<file path="config.mk">
export PLATFORM = sky130hd
export DESIGN_NAME = pmci_axi_id_tracker_flat
export DESIGN_NICKNAME = d
export VERILOG_FILES = /design/src/rtl/pmci_axi_id_tracker_if.sv /design/src/rtl/pmci_axi_id_tracker.sv /design/src/flat_wrapper.sv
export SDC_FILE = /design/constraint.sdc
export NUM_CORES = 1
export LEC_CHECK = 0
export CORE_AREA = 2 2 186 188
export DETAILED_ROUTE_END_ITERATION = 8
export DIE_AREA = 0 0 188 190
export SYNTH_ARGS = -nofsm -noshare
export SYNTH_HDL_FRONTEND = slang
export SYNTH_SLANG_ARGS = --single-unit
</file>
<file path="constraint.sdc">
create_clock -name clk_csr -period 2.8 [get_ports clk_csr]
set_input_delay 0.28 -clock clk_csr [delete_from_list [all_inputs] [get_ports clk_csr]]
set_output_delay 0.28 -clock clk_csr [all_outputs]
set_load 0.03 [all_outputs]
</file>
<file path="src/rtl/pmci_axi_id_tracker_if.sv">
// PMCI AXI4 master side and AXI4-lite CSR fabric side
// signal bundle for the ID tracker.
interface pmci_axi_id_tracker_if #(
  parameter int ID_W   = 8,
  parameter int ADDR_W = 32,
  parameter int DATA_W = 64
);
  logic [ID_W-1:0]     s_awid;
  logic [ADDR_W-1:0]   s_awaddr;
  logic [2:0]          s_awprot;
  logic                s_awvalid;
  logic                s_awready;
  logic [DATA_W-1:0]   s_wdata;
  logic [DATA_W/8-1:0] s_wstrb;
  logic                s_wvalid;
  logic                s_wready;
  logic [ID_W-1:0]     s_bid;
  logic [1:0]          s_bresp;
  logic                s_bvalid;
  logic                s_bready;
  logic [ID_W-1:0]     s_arid;
  logic [ADDR_W-1:0]   s_araddr;
  logic [2:0]          s_arprot;
  logic                s_arvalid;
  logic                s_arready;
  logic [ID_W-1:0]     s_rid;
  logic [DATA_W-1:0]   s_rdata;
  logic [1:0]          s_rresp;
  logic                s_rvalid;
  logic                s_rready;

  logic [ADDR_W-1:0]   m_awaddr;
  logic [2:0]          m_awprot;
  logic                m_awvalid;
  logic                m_awready;
  logic [DATA_W-1:0]   m_wdata;
  logic [DATA_W/8-1:0] m_wstrb;
  logic                m_wvalid;
  logic                m_wready;
  logic [1:0]          m_bresp;
  logic                m_bvalid;
  logic                m_bready;
  logic [ADDR_W-1:0]   m_araddr;
  logic [2:0]          m_arprot;
  logic                m_arvalid;
  logic                m_arready;
  logic [DATA_W-1:0]   m_rdata;
  logic [1:0]          m_rresp;
  logic                m_rvalid;
  logic                m_rready;

  modport slave (
    input  s_awid, s_awaddr, s_awprot, s_awvalid,
    output s_awready,
    input  s_wdata, s_wstrb, s_wvalid,
    output s_wready,
    output s_bid, s_bresp, s_bvalid,
    input  s_bready,
    input  s_arid, s_araddr, s_arprot, s_arvalid,
    output s_arready,
    output s_rid, s_rdata, s_rresp, s_rvalid,
    input  s_rready,
    output m_awaddr, m_awprot, m_awvalid,
    input  m_awready,
    output m_wdata, m_wstrb, m_wvalid,
    input  m_wready,
    input  m_bresp, m_bvalid,
    output m_bready,
    output m_araddr, m_arprot, m_arvalid,
    input  m_arready,
    input  m_rdata, m_rresp, m_rvalid,
    output m_rready
  );

  modport master (
    output s_awid, s_awaddr, s_awprot, s_awvalid,
    input  s_awready,
    output s_wdata, s_wstrb, s_wvalid,
    input  s_wready,
    input  s_bid, s_bresp, s_bvalid,
    output s_bready,
    output s_arid, s_araddr, s_arprot, s_arvalid,
    input  s_arready,
    input  s_rid, s_rdata, s_rresp, s_rvalid,
    output s_rready,
    input  m_awaddr, m_awprot, m_awvalid,
    output m_awready,
    input  m_wdata, m_wstrb, m_wvalid,
    output m_wready,
    output m_bresp, m_bvalid,
    input  m_bready,
    input  m_araddr, m_arprot, m_arvalid,
    output m_arready,
    output m_rdata, m_rresp, m_rvalid,
    input  m_rready
  );
endinterface

</file>
<file path="src/rtl/pmci_axi_id_tracker.sv">
// AXI4 -> AXI4-lite bridge keeping AWID/ARID in
// per-direction in-order FIFOs for BID/RID return.
module pmci_axi_id_tracker #(
  parameter int ID_W      = 8,
  parameter int ADDR_W    = 32,
  parameter int DATA_W    = 64,
  parameter int MAX_OUTST = 4,
  localparam int PW       = $clog2(MAX_OUTST) + 1
) (
  input  logic                   clk_csr,
  input  logic                   rst_n_csr,
  pmci_axi_id_tracker_if.slave   bus,
  output logic [PW-1:0]          wr_outst,
  output logic [PW-1:0]          rd_outst,
  output logic [1:0]             orphan_err,
  input  logic                   orphan_clr
);
  localparam int AW = PW - 1;

  logic [ADDR_W-1:0]   awaddr;
  logic [ADDR_W-1:0]   araddr;
  logic [DATA_W-1:0]   wdata;
  logic [DATA_W-1:0]   rdata;
  logic [DATA_W/8-1:0] wstrb;

  logic [PW-1:0]   wwp, wrp, rwp, rrp;
  logic [ID_W-1:0] wmem [MAX_OUTST];
  logic [ID_W-1:0] rmem [MAX_OUTST];

  logic wr_full, wr_empty, rd_full, rd_empty;
  logic wr_push, wr_pop, rd_push, rd_pop;
  logic [1:0] orph_set;

  assign wr_empty = (wwp == wrp);
  assign rd_empty = (rwp == rrp);
  assign wr_full  = (wwp[AW] != wrp[AW]) &&
                    (wwp[AW-1:0] == wrp[AW-1:0]);
  assign rd_full  = (rwp[AW] != rrp[AW]) &&
                    (rwp[AW-1:0] == rrp[AW-1:0]);

  // Write address and data
  assign awaddr         = bus.s_awaddr;
  assign bus.m_awaddr   = awaddr;
  assign bus.m_awprot   = bus.s_awprot;
  assign bus.m_awvalid  = rst_n_csr & bus.s_awvalid
                        & ~wr_full;
  assign bus.s_awready  = rst_n_csr & bus.m_awready
                        & ~wr_full;
  assign wdata          = bus.s_wdata;
  assign wstrb          = bus.s_wstrb;
  assign bus.m_wdata    = wdata;
  assign bus.m_wstrb    = wstrb;
  assign bus.m_wvalid   = rst_n_csr & bus.s_wvalid;
  assign bus.s_wready   = rst_n_csr & bus.m_wready;

  // Empty FIFO means an orphan: sink it on the fabric side
  assign bus.s_bid      = wmem[wrp[AW-1:0]];
  assign bus.s_bresp    = bus.m_bresp;
  assign bus.s_bvalid   = rst_n_csr & ~wr_empty
                        & bus.m_bvalid;
  assign bus.m_bready   = rst_n_csr
                        & (wr_empty | bus.s_bready);

  assign araddr         = bus.s_araddr;
  assign bus.m_araddr   = araddr;
  assign bus.m_arprot   = bus.s_arprot;
  assign bus.m_arvalid  = rst_n_csr & bus.s_arvalid
                        & ~rd_full;
  assign bus.s_arready  = rst_n_csr & bus.m_arready
                        & ~rd_full;

  assign rdata          = bus.m_rdata;
  assign bus.s_rdata    = rdata;
  assign bus.s_rid      = rmem[rrp[AW-1:0]];
  assign bus.s_rresp    = bus.m_rresp;
  assign bus.s_rvalid   = rst_n_csr & ~rd_empty
                        & bus.m_rvalid;
  assign bus.m_rready   = rst_n_csr
                        & (rd_empty | bus.s_rready);

  assign wr_push = bus.s_awvalid & bus.s_awready;
  assign wr_pop  = bus.s_bvalid & bus.s_bready;
  assign rd_push = bus.s_arvalid & bus.s_arready;
  assign rd_pop  = bus.s_rvalid & bus.s_rready;

  assign orph_set[0] = wr_empty & bus.m_bvalid;
  assign orph_set[1] = rd_empty & bus.m_rvalid;

  assign wr_outst = wwp - wrp;
  assign rd_outst = rwp - rrp;

  always_ff @(posedge clk_csr or negedge rst_n_csr) begin
    if (!rst_n_csr) begin
      wwp <= '0;
      wrp <= '0;
      rwp <= '0;
      rrp <= '0;
    end else begin
      if (wr_push) wwp <= wwp + PW'(1);
      if (wr_pop)  wrp <= wrp + PW'(1);
      if (rd_push) rwp <= rwp + PW'(1);
      if (rd_pop)  rrp <= rrp + PW'(1);
    end
  end

  always_ff @(posedge clk_csr) begin
    if (wr_push) wmem[wwp[AW-1:0]] <= bus.s_awid;
    if (rd_push) rmem[rwp[AW-1:0]] <= bus.s_arid;
  end

  // Set has priority over clear
  always_ff @(posedge clk_csr or negedge rst_n_csr) begin
    if (!rst_n_csr) begin
      orphan_err <= '0;
    end else begin
      orphan_err <= orph_set
                  | (orphan_err & {2{~orphan_clr}});
    end
  end
endmodule

</file>
<file path="src/flat_wrapper.sv">
// flat-port wrapper written by rule: the top's interface ports become plain ports
module pmci_axi_id_tracker_flat 
#(
  parameter int ID_W      = 8,
  parameter int ADDR_W    = 32,
  parameter int DATA_W    = 64,
  parameter int MAX_OUTST = 4,
  localparam int PW       = $clog2(MAX_OUTST) + 1
)
  (clk_csr, rst_n_csr, wr_outst, rd_outst, orphan_err, orphan_clr, bus_s_awid, bus_s_awaddr, bus_s_awprot, bus_s_awvalid, bus_s_awready, bus_s_wdata, bus_s_wstrb, bus_s_wvalid, bus_s_wready, bus_s_bid, bus_s_bresp, bus_s_bvalid, bus_s_bready, bus_s_arid, bus_s_araddr, bus_s_arprot, bus_s_arvalid, bus_s_arready, bus_s_rid, bus_s_rdata, bus_s_rresp, bus_s_rvalid, bus_s_rready, bus_m_awaddr, bus_m_awprot, bus_m_awvalid, bus_m_awready, bus_m_wdata, bus_m_wstrb, bus_m_wvalid, bus_m_wready, bus_m_bresp, bus_m_bvalid, bus_m_bready, bus_m_araddr, bus_m_arprot, bus_m_arvalid, bus_m_arready, bus_m_rdata, bus_m_rresp, bus_m_rvalid, bus_m_rready);
  pmci_axi_id_tracker_if #(.ID_W(ID_W), .ADDR_W(ADDR_W), .DATA_W(DATA_W)) bus_i ();
  input  logic clk_csr;
  input  logic rst_n_csr;
  output logic [PW-1:0] wr_outst;
  output logic [PW-1:0] rd_outst;
  output logic [1:0] orphan_err;
  input  logic orphan_clr;
  input wire logic [$bits(bus_i.s_awid)-1:0] bus_s_awid;
  input wire logic [$bits(bus_i.s_awaddr)-1:0] bus_s_awaddr;
  input wire logic [$bits(bus_i.s_awprot)-1:0] bus_s_awprot;
  input wire logic [$bits(bus_i.s_awvalid)-1:0] bus_s_awvalid;
  output wire logic [$bits(bus_i.s_awready)-1:0] bus_s_awready;
  input wire logic [$bits(bus_i.s_wdata)-1:0] bus_s_wdata;
  input wire logic [$bits(bus_i.s_wstrb)-1:0] bus_s_wstrb;
  input wire logic [$bits(bus_i.s_wvalid)-1:0] bus_s_wvalid;
  output wire logic [$bits(bus_i.s_wready)-1:0] bus_s_wready;
  output wire logic [$bits(bus_i.s_bid)-1:0] bus_s_bid;
  output wire logic [$bits(bus_i.s_bresp)-1:0] bus_s_bresp;
  output wire logic [$bits(bus_i.s_bvalid)-1:0] bus_s_bvalid;
  input wire logic [$bits(bus_i.s_bready)-1:0] bus_s_bready;
  input wire logic [$bits(bus_i.s_arid)-1:0] bus_s_arid;
  input wire logic [$bits(bus_i.s_araddr)-1:0] bus_s_araddr;
  input wire logic [$bits(bus_i.s_arprot)-1:0] bus_s_arprot;
  input wire logic [$bits(bus_i.s_arvalid)-1:0] bus_s_arvalid;
  output wire logic [$bits(bus_i.s_arready)-1:0] bus_s_arready;
  output wire logic [$bits(bus_i.s_rid)-1:0] bus_s_rid;
  output wire logic [$bits(bus_i.s_rdata)-1:0] bus_s_rdata;
  output wire logic [$bits(bus_i.s_rresp)-1:0] bus_s_rresp;
  output wire logic [$bits(bus_i.s_rvalid)-1:0] bus_s_rvalid;
  input wire logic [$bits(bus_i.s_rready)-1:0] bus_s_rready;
  output wire logic [$bits(bus_i.m_awaddr)-1:0] bus_m_awaddr;
  output wire logic [$bits(bus_i.m_awprot)-1:0] bus_m_awprot;
  output wire logic [$bits(bus_i.m_awvalid)-1:0] bus_m_awvalid;
  input wire logic [$bits(bus_i.m_awready)-1:0] bus_m_awready;
  output wire logic [$bits(bus_i.m_wdata)-1:0] bus_m_wdata;
  output wire logic [$bits(bus_i.m_wstrb)-1:0] bus_m_wstrb;
  output wire logic [$bits(bus_i.m_wvalid)-1:0] bus_m_wvalid;
  input wire logic [$bits(bus_i.m_wready)-1:0] bus_m_wready;
  input wire logic [$bits(bus_i.m_bresp)-1:0] bus_m_bresp;
  input wire logic [$bits(bus_i.m_bvalid)-1:0] bus_m_bvalid;
  output wire logic [$bits(bus_i.m_bready)-1:0] bus_m_bready;
  output wire logic [$bits(bus_i.m_araddr)-1:0] bus_m_araddr;
  output wire logic [$bits(bus_i.m_arprot)-1:0] bus_m_arprot;
  output wire logic [$bits(bus_i.m_arvalid)-1:0] bus_m_arvalid;
  input wire logic [$bits(bus_i.m_arready)-1:0] bus_m_arready;
  input wire logic [$bits(bus_i.m_rdata)-1:0] bus_m_rdata;
  input wire logic [$bits(bus_i.m_rresp)-1:0] bus_m_rresp;
  input wire logic [$bits(bus_i.m_rvalid)-1:0] bus_m_rvalid;
  output wire logic [$bits(bus_i.m_rready)-1:0] bus_m_rready;
  assign bus_i.s_awid = bus_s_awid;
  assign bus_i.s_awaddr = bus_s_awaddr;
  assign bus_i.s_awprot = bus_s_awprot;
  assign bus_i.s_awvalid = bus_s_awvalid;
  assign bus_s_awready = bus_i.s_awready;
  assign bus_i.s_wdata = bus_s_wdata;
  assign bus_i.s_wstrb = bus_s_wstrb;
  assign bus_i.s_wvalid = bus_s_wvalid;
  assign bus_s_wready = bus_i.s_wready;
  assign bus_s_bid = bus_i.s_bid;
  assign bus_s_bresp = bus_i.s_bresp;
  assign bus_s_bvalid = bus_i.s_bvalid;
  assign bus_i.s_bready = bus_s_bready;
  assign bus_i.s_arid = bus_s_arid;
  assign bus_i.s_araddr = bus_s_araddr;
  assign bus_i.s_arprot = bus_s_arprot;
  assign bus_i.s_arvalid = bus_s_arvalid;
  assign bus_s_arready = bus_i.s_arready;
  assign bus_s_rid = bus_i.s_rid;
  assign bus_s_rdata = bus_i.s_rdata;
  assign bus_s_rresp = bus_i.s_rresp;
  assign bus_s_rvalid = bus_i.s_rvalid;
  assign bus_i.s_rready = bus_s_rready;
  assign bus_m_awaddr = bus_i.m_awaddr;
  assign bus_m_awprot = bus_i.m_awprot;
  assign bus_m_awvalid = bus_i.m_awvalid;
  assign bus_i.m_awready = bus_m_awready;
  assign bus_m_wdata = bus_i.m_wdata;
  assign bus_m_wstrb = bus_i.m_wstrb;
  assign bus_m_wvalid = bus_i.m_wvalid;
  assign bus_i.m_wready = bus_m_wready;
  assign bus_i.m_bresp = bus_m_bresp;
  assign bus_i.m_bvalid = bus_m_bvalid;
  assign bus_m_bready = bus_i.m_bready;
  assign bus_m_araddr = bus_i.m_araddr;
  assign bus_m_arprot = bus_i.m_arprot;
  assign bus_m_arvalid = bus_i.m_arvalid;
  assign bus_i.m_arready = bus_m_arready;
  assign bus_i.m_rdata = bus_m_rdata;
  assign bus_i.m_rresp = bus_m_rresp;
  assign bus_i.m_rvalid = bus_m_rvalid;
  assign bus_m_rready = bus_i.m_rready;
  pmci_axi_id_tracker #(.ID_W(ID_W), .ADDR_W(ADDR_W), .DATA_W(DATA_W), .MAX_OUTST(MAX_OUTST)) u_core (.clk_csr(clk_csr), .rst_n_csr(rst_n_csr), .bus(bus_i), .wr_outst(wr_outst), .rd_outst(rd_outst), .orphan_err(orphan_err), .orphan_clr(orphan_clr));
endmodule
</file>
==> results of run 1 <==
==> logic make-up (layout without fill, tap and decap cells) <==
kind of cell | Yosys count | after routing
buf+inv | 230 | 99
compound gates | 13 | 13
flops | 78 | 78
mux | 20 | 20
xor+xnor | 14 | 14
simple gates | 24 | 24
fa+ha+maj | 16 | 16
==> layout by cell type, fill, tap and decap left out, types with 3 or more instances in the layout <==
cell type                         Yosys  routed
sky130_fd_sc_hd__buf_4              210      10
sky130_fd_sc_hd__nand3_1              5       5
sky130_fd_sc_hd__a31oi_1              6       6
sky130_fd_sc_hd__xnor2_1              6       6
sky130_fd_sc_hd__mux4_2              16      16
sky130_fd_sc_hd__ha_1                14      14
sky130_fd_sc_hd__inv_1               15      15
sky130_fd_sc_hd__and3_1               4       4
sky130_fd_sc_hd__clkbuf_16            0       9
sky130_fd_sc_hd__mux2_2               4       4
sky130_fd_sc_hd__xor2_1               8       8
sky130_fd_sc_hd__and2_1              10      10
sky130_fd_sc_hd__edfxtp_1            64      64
sky130_fd_sc_hd__dfrtp_1             14      14
sky130_fd_sc_hd__a311oi_1             3       3
sky130_fd_sc_hd__clkdlybuf4s50_1      0      54
sky130_fd_sc_hd__buf_12               0       5
==> flip-flops by register name, indices dropped and copies added, names as in the netlist <==
signal,cells
u_core.orphan_err,2
u_core.rmem,32
u_core.rrp,3
u_core.rwp,3
u_core.wmem,32
u_core.wrp,3
u_core.wwp,3
==> worst max-delay path, cell delays in order (launching register included) <==
cell and delay (ns):
sky130_fd_sc_hd__dfrtp_1 0.37, sky130_fd_sc_hd__inv_1 0.11, sky130_fd_sc_hd__ha_1 0.20, sky130_fd_sc_hd__fa_1 0.40
sky130_fd_sc_hd__xnor2_1 0.17, sky130_fd_sc_hd__clkdlybuf4s50_1 0.70
==> metrics by stage <==
stage,worst slack [ns],power (W),instance area (sq um),hold WS [ns],std cells
after CTS,0.180,0.00530,4900,0.303,719
after detailed placement,0.430,0.00404,4590,0.496,704
after floorplan,0.436,0.00362,4900,-0.0156,395
after global routing,0.126,0.00550,4900,0.308,719
final,0.238,0.00518,4900,0.312,719
after global placement,0.484,0.00405,4590,0.488,704
==> cell type report <==
cell class                 instances  area [sq um]  area share [%]
sequential                        78          2270            46.4
tap                              455           569            11.6
clock buffer                       9           225            4.60
multi-input combinational         87           973            19.9
inverter                          15          56.3            1.15
clock inverter                     6          87.6            1.79
timing repair buffer              69           716            14.6
==> routing by layer <==
layer  up-vias  GRT usage (%)  share of wire (%)
li1        850              -                  -
met1       993           5.08                 33
met2       170           8.52                 46
met3       105           2.77                 12
met4         4           6.42                8.5
met5         -           1.92               0.87
==> final timing paths <==
| check | endpoint | slack, ns | depth (start not counted) |
|---|---|---|---|
| max in group asynchronous | u_core.wwp[0] | 2.10 | 3 |
| min reg2reg | u_core.orphan_err[0] | 0.51 | 1 |
| min | u_core.rwp[1] | 0.31 | 2 |
| max | wr_outst[2] | 0.24 | 5 |
| max reg2reg | u_core.rmem[1][4] | 0.44 | 4 |
| min in group clk_csr | u_core.orphan_err[0] | 0.51 | 1 |
==> power by group through the flow <==
stage	logic, W	registers, W	clock network [W]
floorplan	0.00206	0.00155	0
global placement	0.00247	0.00158	0
detailed placement	0.00246	0.00158	0
CTS	0.00247	0.00155	0.00128
global route	0.00261	0.00158	0.00131
finish	0.00240	0.00155	0.00123
==> reports/metrics.json, run 1 <==
{
  "crit_path_end_kind": {"value": "output port"},
  "postSynthNetCount": {"value": 650},
  "worst-endpoint-required": {"value": 2.52, "unit": "ns"},
  "synth_area_per_inst": {"value": 12.4, "unit": "sq um"},
  "tritoncts_buffer_count": {"value": 9},
  "xor_xnor_share_of_the_synthesized_area": {"value": 2.50, "unit": "%"},
  "clock_sinks": {"value": 78},
  "worst_slew_pin_slew": {"value": 0.494, "unit": "ns"},
  "synth_largest_area_cell": {"value": "sky130_fd_sc_hd__edfxtp_1"},
  "grt_first_pass_wirelength": {"value": 14.7, "unit": "mm"},
  "regToRegStartpoint": {"value": "u_core.rrp[1]"},
  "ir_worst_vdd": {"value": 0.000474, "unit": "V"},
  "ys_seq_elements": {"value": 78},
  "start_point_of_the_critical_path": {"value": "u_core.wwp[0]"},
  "synth_compound_area_share": {"value": 1.97, "unit": "%"},
  "io_pins": {"value": 483},
  "clk_root_buffer_cell": {"value": "sky130_fd_sc_hd__clkbuf_16"},
  "post_synth_inst_count": {"value": 395},
  "clk_transition_reported_paths": {"value": 0.06, "unit": "ns"},
  "initial_utilization": {"value": 14.4, "unit": "%"},
  "tritoncts": {"value": "yes"},
  "netlist-cell-type-count": {"value": 22},
  "vias_per_cell": {"value": 2.95},
  "maxSlewViolCount": {"value": 0},
  "arrival": {"value": 2.28, "unit": "ns"},
  "drv_cap": {"value": 0},
  "pwr-share-clk": {"value": 23.7, "unit": "%"},
  "internal-power": {"value": 0.00325, "unit": "W"},
  "post_cts_resized": {"value": 0},
  "post_synth_arst_share": {"value": 17.9, "unit": "%"},
  "num-nets-final": {"value": 515},
  "layout-area-overhead-vs-synth": {"value": -0.0255, "unit": "%"},
  "synth.top_cells.by_count": {"value": "sky130_fd_sc_hd__buf_4, sky130_fd_sc_hd__edfxtp_1, sky130_fd_sc_hd__mux4_2"},
  "yosys_warnings": {"value": 0},
  "synth_area": {"value": 4900, "unit": "sq um"},
  "num_vias": {"value": 2122},
  "drt-wirelength-per-cell": {"value": 14.3, "unit": "microns"},
  "clk_path_buf_depth": {"value": 2},
  "dp.final_hpwl": {"value": 8.01, "unit": "mm"},
  "p_per_cell_area": {"value": 1060, "unit": "nW/um^2"},
  "drc_violation_count_after_routing": {"value": 0},
  "final_wtd_congestion": {"value": 0.676},
  "number_of_iterations_in_the_first_detailed_routing_pass": {"value": 4},
  "layout_worst_path_cycle_share": {"value": 91.5, "unit": "%"},
  "cts_hold_repair.buffers": {"value": 0},
  "share_seq_of_total_power": {"value": 29.9, "unit": "%"},
  "grt_pass1_vias": {"value": 2370},
  "power.switching": {"value": 0.00193, "unit": "W"},
  "setup_viol": {"value": 0},
  "netSwitchingFraction": {"value": 37.3, "unit": "%"},
  "yosys.cell_count.top_type": {"value": "sky130_fd_sc_hd__buf_4"},
  "placement_rows": {"value": 68},
  "final_hold_viol_count": {"value": 0},
  "die_x": {"value": 188, "unit": "microns"},
  "cts.htree.levels": {"value": 3},
  "yosys.area_share.simple": {"value": 2.73, "unit": "%"},
  "post-cts-setup-buffers": {"value": 0},
  "post_synth_mux_area_share": {"value": 8.27, "unit": "%"},
  "grt_start_max_net_pins": {"value": 17},
  "worst_clock_skew": {"value": 0.00524, "unit": "ns"},
  "totalWireLength": {"value": 10.3, "unit": "mm"},
  "hold_class": {"value": "in2async"},
  "groute.usage.overall": {"value": 5.63, "unit": "%"},
  "slew-limit-headroom": {"value": 67.1, "unit": "%"},
  "ant_nets": {"value": 0},
  "worst_skew_pair_latency": {"value": 0.33, "unit": "ns"},
  "drt_first_iter_violations": {"value": 116},
  "synth-adder-area-share": {"value": 4.39, "unit": "%"},
  "unrepaired_setup_endpoints_after_global_routing": {"value": "no"},
  "die_area": {"value": 35700, "unit": "sq um"},
  "synthTopCellsByArea": {"value": "sky130_fd_sc_hd__edfxtp_1, sky130_fd_sc_hd__buf_4, sky130_fd_sc_hd__mux4_2"},
  "io_buffer_count": {"value": 62},
  "synth-main-ff-cell": {"value": "sky130_fd_sc_hd__edfxtp_1"},
  "setup_tns": {"value": 0, "unit": "ns"},
  "fill_cells": {"value": 3729},
  "post_route_cells_drive_above_1_share": {"value": 18.9, "unit": "%"},
  "dominant_combinational_cell_family_by_area_after_synthesis": {"value": "buffers and inverters"},
  "initial_antenna_violation_count": {"value": 0},
  "yosys.area.top_type_share": {"value": 39.2, "unit": "%"},
  "finalWorstPathRequiredPeriod": {"value": 2.56, "unit": "ns"},
  "grt_remaining_overflow": {"value": 0},
  "worst_setup_path_start_kind": {"value": "flip-flop"},
  "synth.yosys.seq_area_share": {"value": 46.4, "unit": "%"},
  "power.static_leakage": {"value": 1.66, "unit": "nW"},
  "antenna_cells_inserted": {"value": 0},
  "timing.setup.critical_path_class": {"value": "reg2out"},
  "chip_height": {"value": 190, "unit": "microns"},
  "critical_path_peak_fanout": {"value": 4},
  "postLayoutCoreUtil": {"value": 14.4, "unit": "%"},
  "edff_count_synth": {"value": 64},
  "fp.coreArea": {"value": 33900, "unit": "sq um"},
  "status": {"value": "finished, final reports clean"},
  "comb_power_share": {"value": 46.4, "unit": "%"},
  "maxClockFrequency": {"value": 0.390, "unit": "GHz"}
}
Power figures use the tool's default switching activity.
==> inputs of run 2 (changes only) <==
--- a/config.mk
+++ b/config.mk
@@ -5,9 +5,10 @@
 export SDC_FILE = /design/constraint.sdc
 export NUM_CORES = 1
 export LEC_CHECK = 0
-export CORE_AREA = 2 2 186 188
+export CORE_AREA = 2 2 187 189
 export DETAILED_ROUTE_END_ITERATION = 8
-export DIE_AREA = 0 0 188 190
+export DIE_AREA = 0 0 189 191
+export DONT_BUFFER_PORTS = 1
 export SYNTH_ARGS = -nofsm -noshare
 export SYNTH_HDL_FRONTEND = slang
 export SYNTH_SLANG_ARGS = --single-unit
==> run 2 against run 1 <==
Clock skew about the same. Power is 11% lower. Register-to-register slack improved by 0.29 ns. First-iteration DRC count shrank 21%. Clock power down 6%. Cell count decreased by 8.1%. Non-clock buffer count fell by 59. Combinational power down 20%. Critical endpoint is now bus_m_arvalid.
==> reports/metrics.json, run 2 (same netlist as run 1, synthesis figures left out) <==
{
  "final_cell_mix": {"value": "sky130_fd_sc_hd__edfxtp_1, sky130_fd_sc_hd__mux4_2, sky130_fd_sc_hd__inv_1"},
  "worst_path_max_delay_cell": {"value": "sky130_fd_sc_hd__dfrtp_1"},
  "chip_height": {"value": 191, "unit": "microns"},
  "timing.setup.critical_path_class": {"value": "reg2out"},
  "place_inst": {"value": 644},
  "grt_first_pass_wirelength": {"value": 14.8, "unit": "mm"},
  "finalWorstPathRequiredPeriod": {"value": 2.22, "unit": "ns"},
  "hold_class": {"value": "in2reg"},
  "setup_viol": {"value": 0},
  "timing.critical_path.cells": {"value": "inv_1 > ha_1 > a31oi_1 > and2_1"},
  "arrival": {"value": 1.94, "unit": "ns"},
  "ant_nets": {"value": 0},
  "setup_tns": {"value": 0, "unit": "ns"},
  "final-seq-area": {"value": 2270, "unit": "sq um"},
  "critical_path.max_stage_delay": {"value": 0.40, "unit": "ns"},
  "post_route_cells_drive_above_1_share": {"value": 21.4, "unit": "%"},
  "tritoncts_buffer_count": {"value": 9},
  "io_pins": {"value": 483},
  "drt_first_iter_violations": {"value": 92},
  "unrepaired_setup_endpoints_after_global_routing": {"value": "no"},
  "clk_root_buffer_cell": {"value": "sky130_fd_sc_hd__clkbuf_16"},
  "clk_path_buf_depth": {"value": 2},
  "die_x": {"value": 189, "unit": "microns"},
  "final_wtd_congestion": {"value": 0.723},
  "drc_violation_count_after_routing": {"value": 0},
  "io_buffer_count": {"value": 0},
  "multi_input_comb_area": {"value": 973, "unit": "sq um"},
  "p_per_cell_area": {"value": 1090, "unit": "nW/um^2"},
  "critPathBufInv": {"value": 1},
  "ir_worst_vdd": {"value": 0.000300, "unit": "V"},
  "placement_rows": {"value": 68},
  "tritoncts": {"value": "yes"},
  "worst_slew_pin_slew": {"value": 0.779, "unit": "ns"},
  "critical_path_peak_fanout": {"value": 7},
  "power_total": {"value": 0.00464, "unit": "W"},
  "power.static_leakage": {"value": 1.39, "unit": "nW"},
  "final_cells": {"value": 661},
  "fp.coreArea": {"value": 34100, "unit": "sq um"},
  "groute.usage.overall": {"value": 6.01, "unit": "%"},
  "die_area": {"value": 36100, "unit": "sq um"},
  "dp.final_hpwl": {"value": 8.57, "unit": "mm"},
  "maxSlewViolCount": {"value": 0},
  "worst_skew_pair_latency": {"value": 0.34, "unit": "ns"},
  "status": {"value": "finished, final reports clean"},
  "post-cts-setup-buffers": {"value": 0},
  "final_hold_viol_count": {"value": 0},
  "clk_transition_reported_paths": {"value": 0.06, "unit": "ns"},
  "grt_remaining_overflow": {"value": 0},
  "postLayoutCoreUtil": {"value": 12.5, "unit": "%"},
  "worst_hold_slack": {"value": 0.0351, "unit": "ns"},
  "vias_per_cell": {"value": 2.92},
  "num_vias": {"value": 1928},
  "most_common_library_cell_in_the_layout_ignoring_fill_and_taps": {"value": "sky130_fd_sc_hd__edfxtp_1"},
  "grt_pass1_vias": {"value": 2043},
  "maxClockFrequency": {"value": 0.450, "unit": "GHz"},
  "initial_utilization": {"value": 14.4, "unit": "%"},
  "crit_path_end_kind": {"value": "output port"},
  "clock_sinks": {"value": 78},
  "post_cts_resized": {"value": 0},
  "drt-wirelength-per-cell": {"value": 16.7, "unit": "microns"},
  "fill_cells": {"value": 3767},
  "layout-area-overhead-vs-synth": {"value": -13.3, "unit": "%"},
  "drv_cap": {"value": 0},
  "cts_hold_repair.buffers": {"value": 1},
  "worst_clock_skew": {"value": 0.00511, "unit": "ns"},
  "worst-endpoint-required": {"value": 2.52, "unit": "ns"},
  "cell_family_contributing_the_most_delay_on_the_critical_path": {"value": "flip-flops"},
  "initial_antenna_violation_count": {"value": 3},
  "num-nets-final": {"value": 456},
  "layout_worst_path_cycle_share": {"value": 79.3, "unit": "%"},
  "slew-limit-headroom": {"value": 47.9, "unit": "%"},
  "cts.htree.levels": {"value": 3},
  "antenna_cells_inserted": {"value": 0},
  "grt_start_max_net_pins": {"value": 16},
  "totalWireLength": {"value": 11.1, "unit": "mm"},
  "worst_setup_path_start_kind": {"value": "flip-flop"},
  "number_of_iterations_in_the_first_detailed_routing_pass": {"value": 4}
}
## run 2: cell types whose count changed in the layout (fill, tap and decap cells not counted), moves of 2 or more
cell / before / now
sky130_fd_sc_hd__buf_12: 5 / 0
sky130_fd_sc_hd__clkdlybuf4s50_1: 54 / 0
sky130_fd_sc_hd__clkinv_2: 2 / 0
sky130_fd_sc_hd__clkinv_4: 2 / 0
sky130_fd_sc_hd__clkinvlp_4: 0 / 3
sky130_fd_sc_hd__inv_6: 0 / 2
## run 2: cell type report
cell class	count	area share (%)
Multi-Input combinational cell	87	22.9
Clock inverter	6	1.65
Clock buffer	10	5.39
Sequential cell	78	53.5
Tap cell	455	13.4
Inverter	15	1.33
Timing Repair Buffer	10	1.83
## run 2: report_power, final
part / switching, W / internal (W) / leakage (nW)
Sequential: 0.000134 / 0.00142 / 0.747
Combinational: 0.00130 / 0.000618 / 0.507
Clock: 0.000465 / 0.000696 / 0.136
## run 2: metal layers
metal	track usage (%)	share of wire, %
met2	9.00	45
met3	4.26	15
met1	4.76	29
met4	7.12	10
met5	0	0
## run 2: per-stage QoR
step | setup WS, ns | instance area [sq um]
2_1_floorplan | 0.436 | 4900
5_1_grt | 0.431 | 4250
3_3_place_gp | 0.782 | 3940
4_1_cts | 0.516 | 4250
6_report | 0.579 | 4250
3_5_place_dp | 0.728 | 3940
## run 2: worst paths after layout
check	cells past startpoint	from	to	slack [ns]
setup / recovery	4	u_core.rwp[0]	bus_m_arvalid	0.58
hold / removal	0	bus_s_awid[4]	u_core.wmem[2][4]	0.04
setup reg to reg	4	u_core.wwp[0]	u_core.wmem[2][2]	0.73
hold reg to reg	1	u_core.rwp[2]	u_core.rwp[2]	0.53
max in group asynchronous	1	rst_n_csr	u_core.wrp[1]	1.84
min in group asynchronous	1	rst_n_csr	u_core.rrp[2]	0.47
==> inputs of run 3 (changes only) <==
--- a/config.mk
+++ b/config.mk
@@ -5,9 +5,9 @@
 export SDC_FILE = /design/constraint.sdc
 export NUM_CORES = 1
 export LEC_CHECK = 0
-export CORE_AREA = 2 2 187 189
+export CORE_AREA = 2 2 190 192
 export DETAILED_ROUTE_END_ITERATION = 8
-export DIE_AREA = 0 0 189 191
+export DIE_AREA = 0 0 192 194
 export DONT_BUFFER_PORTS = 1
 export SYNTH_ARGS = -nofsm -noshare
 export SYNTH_HDL_FRONTEND = slang
==> constraint.sdc (replaced) <==
create_clock -name clk_csr -period 1.9 [get_ports clk_csr]
set_input_delay 0.19 -clock clk_csr [delete_from_list [all_inputs] [get_ports clk_csr]]
set_output_delay 0.19 -clock clk_csr [all_outputs]
set_load 0.03 [all_outputs]
==> run 3 against run 2 <==
Clock power is 57% higher. Sequential share of layout area decreased by 6.6 points. Highest routed layer is now met5. Flip-flop and latch count stayed put. First-iteration DRC count is 11% higher. Register-to-register slack got worse by 0.60 ns.
==> reports/metrics.json, run 3 (same netlist as run 1, synthesis figures left out) <==
{
  "status": {"value": "finished, final reports clean"},
  "maxSlewViolCount": {"value": 0},
  "clk_path_buf_depth": {"value": 2},
  "clk_transition_reported_paths": {"value": 0.06, "unit": "ns"},
  "place_inst": {"value": 663},
  "placement_rows": {"value": 69},
  "die_x": {"value": 192, "unit": "microns"},
  "regToRegStartpoint": {"value": "u_core.rwp[2]"},
  "crit_path_end_kind": {"value": "output port"},
  "start_point_of_the_critical_path": {"value": "u_core.wrp[1]"},
  "power.switching": {"value": 0.00316, "unit": "W"},
  "worst_setup_path_start_kind": {"value": "flip-flop"},
  "number_of_iterations_in_the_first_detailed_routing_pass": {"value": 4},
  "hold_class": {"value": "in2reg"},
  "finalWorstPathRequiredPeriod": {"value": 1.85, "unit": "ns"},
  "grt_start_max_net_pins": {"value": 29},
  "setup.reg_to_reg.worst_slack": {"value": 0.13, "unit": "ns"},
  "totalWireLength": {"value": 11.6, "unit": "mm"},
  "antenna_cells_inserted": {"value": 0},
  "num-nets-final": {"value": 493},
  "final_hold_viol_count": {"value": 0},
  "layout_worst_path_cycle_share": {"value": 97.3, "unit": "%"},
  "route.top_layer_used": {"value": "met5"},
  "fp.coreArea": {"value": 35200, "unit": "sq um"},
  "routed-wl-met2": {"value": 5.07, "unit": "mm"},
  "drc_violation_count_after_routing": {"value": 0},
  "worst_hold_slack": {"value": 0.174, "unit": "ns"},
  "arrival": {"value": 1.66, "unit": "ns"},
  "timing.setup.critical_path_class": {"value": "reg2out"},
  "tritoncts_buffer_count": {"value": 9},
  "final.setup.worst_slack": {"value": 0.0504, "unit": "ns"},
  "ir_worst_vdd": {"value": 0.000639, "unit": "V"},
  "internal-power": {"value": 0.00491, "unit": "W"},
  "wl_met3": {"value": 1.75, "unit": "mm"},
  "drt-wirelength-per-cell": {"value": 16.5, "unit": "microns"},
  "final_cell_mix": {"value": "sky130_fd_sc_hd__edfxtp_1, sky130_fd_sc_hd__dlygate4sd3_1, sky130_fd_sc_hd__buf_4"},
  "worst_skew_pair_latency": {"value": 0.34, "unit": "ns"},
  "grt_remaining_overflow": {"value": 0},
  "final_cells": {"value": 703},
  "drt_first_iter_violations": {"value": 102},
  "chip_height": {"value": 194, "unit": "microns"},
  "startpoint_of_the_lowest_slack_hold_path": {"value": "bus_m_arready"},
  "maxClockFrequency": {"value": 0.541, "unit": "GHz"},
  "dp_worst_setup_slack": {"value": 0.0951, "unit": "ns"},
  "ant_nets": {"value": 0},
  "holdPathEnd": {"value": "u_core.rwp[0]"},
  "slew-limit-headroom": {"value": 44.3, "unit": "%"},
  "p_per_cell_area": {"value": 1660, "unit": "nW/um^2"},
  "worstHoldPathCells": {"value": 3},
  "num_vias": {"value": 2062},
  "most_common_library_cell_in_the_layout_ignoring_fill_and_taps": {"value": "sky130_fd_sc_hd__edfxtp_1"},
  "wl_met1": {"value": 3.31, "unit": "mm"},
  "initial_utilization": {"value": 13.9, "unit": "%"},
  "clk_root_buffer_cell": {"value": "sky130_fd_sc_hd__clkbuf_16"},
  "final_wtd_congestion": {"value": 0.688},
  "die_area": {"value": 37200, "unit": "sq um"},
  "power.static_leakage": {"value": 1.62, "unit": "nW"},
  "tritoncts": {"value": "yes"},
  "layout-area-overhead-vs-synth": {"value": -0.791, "unit": "%"},
  "vias_per_cell": {"value": 2.93},
  "grt_pass1_vias": {"value": 2276},
  "r2r.worst_path.cells": {"value": 4},
  "share_seq_of_total_power": {"value": 29.2, "unit": "%"},
  "netSwitchingFraction": {"value": 39.1, "unit": "%"},
  "initial_antenna_violation_count": {"value": 0},
  "groute.usage.overall": {"value": 5.97, "unit": "%"},
  "io_buffer_count": {"value": 0},
  "io_pins": {"value": 483},
  "grt_first_pass_wirelength": {"value": 15.7, "unit": "mm"},
  "critical_path_peak_fanout": {"value": 5},
  "comb_power_share": {"value": 48.3, "unit": "%"},
  "clock_sinks": {"value": 78},
  "drv_cap": {"value": 0},
  "unrepaired_setup_endpoints_after_global_routing": {"value": "yes"},
  "cts.htree.levels": {"value": 3},
  "dp.final_hpwl": {"value": 8.75, "unit": "mm"},
  "pwr-share-clk": {"value": 22.6, "unit": "%"},
  "setup_viol": {"value": 0},
  "worst_slew_pin_slew": {"value": 0.833, "unit": "ns"},
  "worst_clock_skew": {"value": 0.0102, "unit": "ns"},
  "post_route_cells_drive_above_1_share": {"value": 40.9, "unit": "%"},
  "worst-endpoint-required": {"value": 1.71, "unit": "ns"},
  "critical_path.reg2reg.endpoint": {"value": "u_core.rmem[2][2]"}
}
## run 3: changes by cell type in the layout (fill, tap and decap cells not counted), sizes merged
| cell | previous run | this run |
|---|---|---|
| bufinv | 1 | 2 |
| inv | 17 | 15 |
| dlygate4sd3 | 1 | 19 |
| clkbuf | 10 | 9 |
| clkinvlp | 3 | 0 |
| clkinv | 0 | 4 |
| buf | 9 | 28 |
## run 3: stage by stage
stage | area [sq um] | total power (W) | utilization [%] | setup TNS (ns)
after floorplan | 4930 | 0.00538 | - | -0.223
after global placement | 4130 | 0.00558 | 11.7 | 0
final | 4860 | 0.00807 | 13.8 | 0
after global routing | 4860 | 0.00852 | 13.8 | -0.0612
after CTS | 4780 | 0.00795 | 13.6 | -0.0392
after detailed placement | 4130 | 0.00560 | 11.7 | 0
## run 3: per-layer routing
metal	GRT usage [%]	vias to the layer above
met2	8.38	173
met4	8.03	4
li1	-	809
met1	5.10	962
met5	2.39	-
met3	3.28	114
## run 3: worst max path at each step
| stage | to | slack (ns) |
|---|---|---|
| detailed placement | bus_s_arready | 0.1 |
| global placement | bus_s_arready | 0.09 |
| global route | bus_s_bid[7] | -0.04 |
| CTS | bus_m_bready | -0.02 |
| floorplan | u_core.wmem[3][0] | -0.03 |
| finish | bus_m_bready | 0.05 |
## run 3: final cells by class
class / instances / area [sq um]
repair buffers: 47 / 485
flip-flops and latches: 78 / 2280
clock buffers: 9 / 225
multi-input cells: 87 / 1150
inverters: 15 / 56.3
well taps: 461 / 577
clock inverters: 6 / 87.6
fillers: 3920 / 30400
## run 3: power groups by stage
stage                     Combinational, W  Sequential (W)  Clock, W
after floorplan                    0.00309         0.00229         0
after global placement             0.00326         0.00232         0
after detailed placement           0.00327         0.00233         0
after CTS                          0.00377         0.00232   0.00187
after global routing               0.00421         0.00238   0.00192
final                              0.00389         0.00235   0.00182
## run 3: critical path, cell delays in order (launching register included)
cell and delay, ns:
sky130_fd_sc_hd__dfrtp_2 0.43, sky130_fd_sc_hd__inv_2 0.07, sky130_fd_sc_hd__ha_4 0.20, sky130_fd_sc_hd__buf_6 0.13, sky130_fd_sc_hd__and3_4 0.16, sky130_fd_sc_hd__o21a_1 0.19, sky130_fd_sc_hd__buf_12 0.14
## run 3: timing repair
action | 4_1_cts | 5_1_grt
endpoints found under the hold margin | 80 | 14
setup buffers | 6 | 1
hold buffers | 18 | 1
pin swaps | 4 | 4
setup endpoints to repair | 11 | 36
resized for setup | 24 | 15
